### src/rtl/portal_indication_serializer_pkg.sv
// Shared types and helpers for the indication portal.
// Used by portal_msg_fifo and portal_indication_serializer.
package portal_pkg;

  localparam int unsigned PORTAL_WORD_W = 32;

  typedef logic [PORTAL_WORD_W-1:0] portal_word_t;

  localparam portal_word_t PORTAL_INTR_NONE = 32'hFFFF_FFFF;

  // Message size in bits for a given word count (words * 32).
  function automatic logic [15:0] portal_size_bits(input logic [3:0] words);
    return {7'b0, words, 5'b0};
  endfunction

endpackage

### src/rtl/portal_indication_serializer_fifo.sv
// Whole-message FIFO (WORDS*32 bits x DEPTH) with registered full/empty flags.
// Enqueue while full and dequeue while empty are ignored.
module portal_msg_fifo
  import portal_pkg::*;
#(
  parameter int unsigned WORDS = 2,
  parameter int unsigned DEPTH = 2
) (
  input  logic                           CLK,
  input  logic                           RST_N,
  input  logic                           i_enq,
  input  logic [WORDS*PORTAL_WORD_W-1:0] i_data,
  input  logic                           i_deq,
  output logic [WORDS*PORTAL_WORD_W-1:0] o_data,
  output logic                           o_full,
  output logic                           o_empty
);

  localparam int unsigned AW = $clog2(DEPTH);

  logic [WORDS*PORTAL_WORD_W-1:0] r_mem [DEPTH];
  logic [AW-1:0]                  r_wr_ptr;
  logic [AW-1:0]                  r_rd_ptr;
  logic [AW:0]                    r_count;
  logic [AW:0]                    w_count_nxt;
  logic                           r_full;
  logic                           r_empty;
  logic                           w_do_enq;
  logic                           w_do_deq;

  assign w_do_enq = i_enq && !r_full;
  assign w_do_deq = i_deq && !r_empty;

  always_comb begin
    w_count_nxt = r_count;
    if (w_do_enq && !w_do_deq) begin
      w_count_nxt = r_count + 1'b1;
    end else if (w_do_deq && !w_do_enq) begin
      w_count_nxt = r_count - 1'b1;
    end
  end

  // Flags come from the next count so RDY is a clean register output.
  always_ff @(posedge CLK or negedge RST_N) begin
    if (!RST_N) begin
      r_wr_ptr <= '0;
      r_rd_ptr <= '0;
      r_count  <= '0;
      r_full   <= 1'b0;
      r_empty  <= 1'b1;
    end else begin
      if (w_do_enq) begin
        r_wr_ptr <= r_wr_ptr + 1'b1;
      end
      if (w_do_deq) begin
        r_rd_ptr <= r_rd_ptr + 1'b1;
      end
      r_count <= w_count_nxt;
      r_full  <= (w_count_nxt == (AW+1)'(DEPTH));
      r_empty <= (w_count_nxt == '0);
    end
  end

  always_ff @(posedge CLK) begin
    if (w_do_enq) begin
      r_mem[r_wr_ptr] <= i_data;
    end
  end

  assign o_data  = r_mem[r_rd_ptr];
  assign o_full  = r_full;
  assign o_empty = r_empty;

endmodule

### src/rtl/portal_indication_serializer.sv
// Indication-output portal: per-method message FIFOs serialised MS word first onto 32-bit channels.
// Optional interrupt mask register enabled by defining PORTAL_INTR_MASK_EN.
module portal_indication_serializer
  import portal_pkg::*;
#(
  parameter int unsigned                NUM_METHODS  = 2,
  parameter int unsigned                MAX_WORDS    = 2,
  parameter int unsigned                FIFO_DEPTH   = 2,
  parameter logic [NUM_METHODS*4-1:0]   METHOD_WORDS = {4'd1, 4'd1}
) (
  input  logic                                 CLK,
  input  logic                                 RST_N,
  input  logic [NUM_METHODS-1:0]               EN_method_enq,
  input  logic [NUM_METHODS*MAX_WORDS*32-1:0]  method_enq_v,
  output logic [NUM_METHODS-1:0]               RDY_method_enq,
  input  logic [15:0]                          messageSize_methodNumber,
  output logic [15:0]                          messageSize_size,
  output logic [NUM_METHODS*32-1:0]            indications_first,
  output logic [NUM_METHODS-1:0]               RDY_indications_first,
  input  logic [NUM_METHODS-1:0]               EN_indications_deq,
  output logic [NUM_METHODS-1:0]               RDY_indications_deq,
  output logic [NUM_METHODS-1:0]               indications_notEmpty,
  output logic                                 intr_status,
  output logic [31:0]                          intr_channel
`ifdef PORTAL_INTR_MASK_EN
  ,
  input  logic                                 EN_intr_mask_write,
  input  logic [NUM_METHODS-1:0]               intr_mask_v
`endif
);

  localparam int unsigned MSG_W = MAX_WORDS * PORTAL_WORD_W;
  localparam int unsigned WCW   = (MAX_WORDS > 1) ? $clog2(MAX_WORDS) : 1;

  logic [NUM_METHODS-1:0] w_full;
  logic [NUM_METHODS-1:0] w_empty;
  logic [NUM_METHODS-1:0] w_ne;
  logic [NUM_METHODS-1:0] w_pop;
  logic [NUM_METHODS-1:0] w_mask;
  logic [NUM_METHODS-1:0] w_pend;

  assign w_ne                  = ~w_empty;
  assign RDY_method_enq        = ~w_full;
  assign RDY_indications_first = w_ne;
  assign RDY_indications_deq   = w_ne;
  assign indications_notEmpty  = w_ne;

  for (genvar m = 0; m < NUM_METHODS; m++) begin : g_ch
    localparam int unsigned W = 32'(METHOD_WORDS[m*4 +: 4]);

    logic [MSG_W-1:0] w_head;
    logic [WCW-1:0]   r_wc;
    portal_word_t     w_word;
    logic             w_last;

    portal_msg_fifo #(
      .WORDS (MAX_WORDS),
      .DEPTH (FIFO_DEPTH)
    ) u_fifo (
      .CLK     (CLK),
      .RST_N   (RST_N),
      .i_enq   (EN_method_enq[m]),
      .i_data  (method_enq_v[m*MSG_W +: MSG_W]),
      .i_deq   (w_pop[m]),
      .o_data  (w_head),
      .o_full  (w_full[m]),
      .o_empty (w_empty[m])
    );

    assign w_last   = (32'(r_wc) == W - 1);
    assign w_pop[m] = EN_indications_deq[m] && w_ne[m] && w_last;

    always_ff @(posedge CLK or negedge RST_N) begin
      if (!RST_N) begin
        r_wc <= '0;
      end else if (EN_indications_deq[m] && w_ne[m]) begin
        r_wc <= w_last ? '0 : r_wc + 1'b1;
      end
    end

    // Used words sit in the low W*32 bits; counter 0 selects the most significant of them.
    always_comb begin
      w_word = '0;
      for (int unsigned k = 0; k < MAX_WORDS; k++) begin
        if (32'(r_wc) + k == W - 1) begin
          w_word = w_head[k*PORTAL_WORD_W +: PORTAL_WORD_W];
        end
      end
    end

    assign indications_first[m*32 +: 32] = w_ne[m] ? w_word : '0;

    a_enq_when_full: assert property (@(posedge CLK) disable iff (!RST_N)
      !(EN_method_enq[m] && w_full[m]));
    a_deq_when_empty: assert property (@(posedge CLK) disable iff (!RST_N)
      !(EN_indications_deq[m] && w_empty[m]));
  end

`ifdef PORTAL_INTR_MASK_EN
  logic [NUM_METHODS-1:0] r_mask;

  always_ff @(posedge CLK or negedge RST_N) begin
    if (!RST_N) begin
      r_mask <= '0;
    end else if (EN_intr_mask_write) begin
      r_mask <= intr_mask_v;
    end
  end

  assign w_mask = r_mask;
`else
  assign w_mask = '1;
`endif

  assign w_pend      = w_ne & w_mask;
  assign intr_status = |w_pend;

  always_comb begin
    intr_channel = PORTAL_INTR_NONE;
    for (int unsigned i = NUM_METHODS; i > 0; i--) begin
      if (w_pend[i-1]) begin
        intr_channel = 32'(i - 1);
      end
    end
  end

  always_comb begin
    messageSize_size = '0;
    for (int unsigned m = 0; m < NUM_METHODS; m++) begin
      if (messageSize_methodNumber == 16'(m)) begin
        messageSize_size = portal_size_bits(METHOD_WORDS[m*4 +: 4]);
      end
    end
  end

endmodule
### config.mk
export PLATFORM = sky130hd
export DESIGN_NAME = portal_indication_serializer
export DESIGN_NICKNAME = d
export VERILOG_FILES = /design/src/rtl/portal_indication_serializer_pkg.sv /design/src/rtl/portal_indication_serializer_fifo.sv /design/src/rtl/portal_indication_serializer.sv
export SDC_FILE = /design/constraint.sdc
export NUM_CORES = 1
export LEC_CHECK = 0
export ABC_AREA = 0
export CAP_MARGIN = 5
export CORE_MARGIN = 2
export CORE_UTILIZATION = 51
export CTS_CLUSTER_DIAMETER = 60
export DETAILED_ROUTE_END_ITERATION = 16
export HOLD_SLACK_MARGIN = 0.15
export PLACE_DENSITY = 0.94
export SLEW_MARGIN = 20
export SYNTH_ARGS = -nofsm -noshare
export SYNTH_HDL_FRONTEND = slang
export SYNTH_HIERARCHICAL = 1
export SYNTH_SLANG_ARGS = --single-unit
### constraint.sdc
create_clock -name CLK -period 4.6 [get_ports CLK]
set_input_delay 0.46 -clock CLK [delete_from_list [all_inputs] [get_ports CLK]]
set_output_delay 0.46 -clock CLK [all_outputs]
set_load 0.01 [all_outputs]
==> load_flow_metrics.sql <==
INSERT INTO impl_metrics (metric_group, metric, value, unit) VALUES
('status', 'status', 'finished clean', ''),
('cts', 'cts.hold.buffers_added', '0', ''),
('timing', 'setup_tns', '0', 'ns'),
('placed_design', 'post-dp-hpwl', '8640', 'microns'),
('placed_design', 'port-buffer-count', '190', ''),
('job', 'max_cap_viol_count', '0', ''),
('placed_design', 'numPlacedInstances', '680', ''),
('cts', 'numCtsBuffers', '17', ''),
('power', 'pwr-share-seq', '0.359', ''),
('worst_setup_path', 'timing_worst_setup_path_type', 'flop to primary output', ''),
('power', 'power_consumption', '5.35', 'mW'),
('power', 'internal-power', '3.80', 'mW'),
('global_routing', 'grt_remaining_overflow', '0', ''),
('cts', 'clock_sink_count', '140', ''),
('hold_path', 'worstHoldPathType', 'primary input to asynchronous set/reset pin', ''),
('power', 'share_comb_of_total_power', '0.383', ''),
('routing', 'dr.pass1.iters', '4', ''),
('timing', 'timing_max_transition_violations_final', '0', ''),
('worst_setup_path', 'worst-r2r-cell-count', '4', ''),
('timing', 'grt_setup_unrepaired', 'false', ''),
('global_routing', 'track_usage', '0.192', ''),
('power', 'power.density_cell_area', '631', 'nW/um^2'),
('cells_and_area', 'layout.nets', '702', ''),
('power', 'ir_worst_vdd', '313', 'uV'),
('cts', 'clk_pin_slew_worst_paths', '0.05', 'ns'),
('power', 'sw_ratio', '0.290', ''),
('cts', 'worstSkewPairLatency', '0.41', 'ns'),
('timing', 'fin_crit_sh', '0.703', ''),
('floorplan', 'core-area', '12000', 'sq um'),
('cells_and_area', 'diodes', '0', ''),
('routing', 'routedWlPerCell', '17.8', 'microns'),
('worst_setup_path', 'crit_path_end_kind', 'primary output', ''),
('cells_and_area', 'final_core_util', '0.706', ''),
('cells_and_area', 'drive_above_1_share', '0.200', ''),
('synthesis', 'syn_avg_cell_area', '15.8', 'sq um'),
('worst_setup_path', 'maximum_fanout_encountered_on_the_critical_timing_path', '38', ''),
('timing', 'worst_margin_pin_slew', '0.933', 'ns'),
('timing', 'clock.fmax', '309', 'MHz'),
('worst_setup_path', 'critPathRequiredTime', '4.14', 'ns'),
('synthesis', 'synth_warnings', '6', ''),
('floorplan', 'die_area', '13200', 'sq um'),
('global_routing', 'grt_pass1_vias', '3746', ''),
('synthesis', 'synthesis.instances', '397', ''),
('global_routing', 'first_pass_grt_wire_length', '18900', 'microns'),
('worst_setup_path', 'critPathLaunchType', 'flop', ''),
('cts', 'cts-resized-gates', '0', ''),
('global_routing', 'grt_max_degree', '39', ''),
('routing', 'drtAntennaViolNets', '0', ''),
('floorplan', 'floorplan.io_pins', '271', ''),
('floorplan', 'die_width', '115', 'microns'),
('cells_and_area', 'layout.cells.non_filler', '712', ''),
('power', 'net-switching-power', '1.55', 'mW'),
('cells_and_area', 'syn_to_final_growth', '35.5', '%'),
('global_routing', 'antenna_violations_before_repair', '0', ''),
('timing', 'timing.final.setup_violations', '0', ''),
('timing', 'finalWorstPathRequiredPeriod', '3.23', 'ns'),
('cts', 'max-clock-path-buffers', '2', ''),
('routing', 'drt_iter0_markers', '202', ''),
('placed_design', 'gp_congestion', '0.745', ''),
('routing', 'total_wirelength', '12700', 'microns'),
('power', 'clkPwrFrac', '0.258', ''),
('timing', 'skew', '0.00345', 'ns'),
('floorplan', 'die_y', '115', 'microns'),
('routing', 'vias_per_cell', '5.11', ''),
('cts', 'cts_tree', 'yes', ''),
('floorplan', 'initial_core_util', '0.521', ''),
('synthesis', 'synth_area', '6260', 'sq um'),
('routing', 'route.vias.total', '3637', ''),
('floorplan', 'placementRows', '40', ''),
('worst_setup_path', 'wp_data_arrival', '2.77', 'ns'),
('cts', 'cts_htree_levels', '4', ''),
('cts', 'cts_root_buffer', 'sky130_fd_sc_hd__clkbuf_16', ''),
('timing', 'slew-limit-headroom', '0.377', ''),
('timing', 'final-hold-violation-count', '0', ''),
('cts', 'post_cts_buffers', '0', ''),
('timing', 'worst_hold_check_slack', '0.416', 'ns'),
('power', 'p_leak', '2.98', 'nW'),
('routing', 'drc', '0', '');
-- area by class of cell --
class                      count  area, sq um
sequential                   140         4150
fill                         775         3530
inverter                       7         26.3
multi-input combinational    193         1590
clock inverter                15          179
tap                          147          184
clock buffer                  17          425
timing repair buffer         193         1920
-- critical path, cell delays in order, from the launching register on --
cell and delay (ns):
sky130_fd_sc_hd__dfstp_2 1.00, sky130_fd_sc_hd__nand2_2 0.11, sky130_fd_sc_hd__inv_1 0.56, sky130_fd_sc_hd__clkdlybuf4s50_1 0.69
-- registers in the layout, summed over array words and instances, names as in the netlist --
register	flops
g_ch.u_fifo/r_count	4
g_ch.u_fifo/o_full	2
g_ch.u_fifo/r_rd_ptr	2
g_ch.u_fifo/r_wr_ptr	2
g_ch.u_fifo/o_empty	2
g_ch.u_fifo/r_mem	128
-- through the flow --
step                      worst slack [ns]  instance area [sq um]
after floorplan                       2.17                   6310
after detailed placement              1.73                   7870
after CTS                             1.28                   8480
after global routing                  1.15                   8480
final                                 1.37                   8480
after global placement                1.86                   7870
-- layout by cell type (no fill, tap or decap) --
cell type,n
sky130_fd_sc_hd__nand2_2,1
sky130_fd_sc_hd__xor2_1,2
sky130_fd_sc_hd__nand2_1,2
sky130_fd_sc_hd__and4_1,1
sky130_fd_sc_hd__clkbuf_16,17
sky130_fd_sc_hd__edfxtp_1,128
sky130_fd_sc_hd__or2_2,2
sky130_fd_sc_hd__buf_4,3
sky130_fd_sc_hd__nand2b_4,2
sky130_fd_sc_hd__nor2b_1,64
sky130_fd_sc_hd__o211ai_1,4
sky130_fd_sc_hd__and2_2,2
sky130_fd_sc_hd__inv_1,7
sky130_fd_sc_hd__nand2b_1,2
sky130_fd_sc_hd__dfstp_2,2
sky130_fd_sc_hd__clkinv_2,5
sky130_fd_sc_hd__nor3_1,1
sky130_fd_sc_hd__and2b_1,4
sky130_fd_sc_hd__nor4_1,3
sky130_fd_sc_hd__dfrtp_1,10
sky130_fd_sc_hd__o311ai_2,2
sky130_fd_sc_hd__mux2_2,64
sky130_fd_sc_hd__xnor2_1,4
sky130_fd_sc_hd__xnor2_2,2
sky130_fd_sc_hd__a211o_1,2
sky130_fd_sc_hd__o2111ai_1,2
sky130_fd_sc_hd__clkinvlp_4,3
sky130_fd_sc_hd__bufinv_16,4
sky130_fd_sc_hd__nand4_1,8
sky130_fd_sc_hd__clkinv_1,3
sky130_fd_sc_hd__and2b_4,2
sky130_fd_sc_hd__conb_1,15
sky130_fd_sc_hd__nor2_4,1
sky130_fd_sc_hd__nor2_2,1
sky130_fd_sc_hd__clkdlybuf4s50_1,190
-- routing by layer --
layer,vias to the layer above,wire length [microns],GRT usage
li1,1665,-,-
met1,1783,4970,0.221
met2,173,6490,0.328
met3,16,1050,0.0648
met4,0,153,0.0843
met5,-,0,0
-- power by group through the flow --
stage | Clock, mW | Sequential (mW) | Combinational [mW]
detailed placement | 0 | 1.95 | 2.05
global placement | 0 | 1.92 | 2.00
CTS | 1.41 | 1.93 | 2.08
global route | 1.46 | 1.96 | 2.19
finish | 1.38 | 1.92 | 2.05
floorplan | 0 | 1.82 | 1.35
-- path summary, 6_finish.rpt --
path / from / to / slack [ns]
hold reg to reg: g_ch[0].u_fifo/r_wr_ptr$_DFFE_PN0N_ / g_ch[0].u_fifo/r_wr_ptr$_DFFE_PN0N_ / 0.51
setup reg to reg: g_ch[0].u_fifo/o_empty$_DFF_PN1_ / g_ch[0].u_fifo/r_count[1]$_DFF_PN0_ / 2.64
max in group asynchronous: RST_N / g_ch[0].u_fifo/o_empty$_DFF_PN1_ / 3.81
hold / removal: RST_N / g_ch[1].u_fifo/o_full$_DFF_PN0_ / 0.42
setup / recovery: g_ch[0].u_fifo/o_empty$_DFF_PN1_ / intr_channel[22] / 1.37
min in group CLK: g_ch[0].u_fifo/r_wr_ptr$_DFFE_PN0N_ / g_ch[0].u_fifo/r_wr_ptr$_DFFE_PN0N_ / 0.51
No activity file was read; power rests on OpenSTA's default activity.
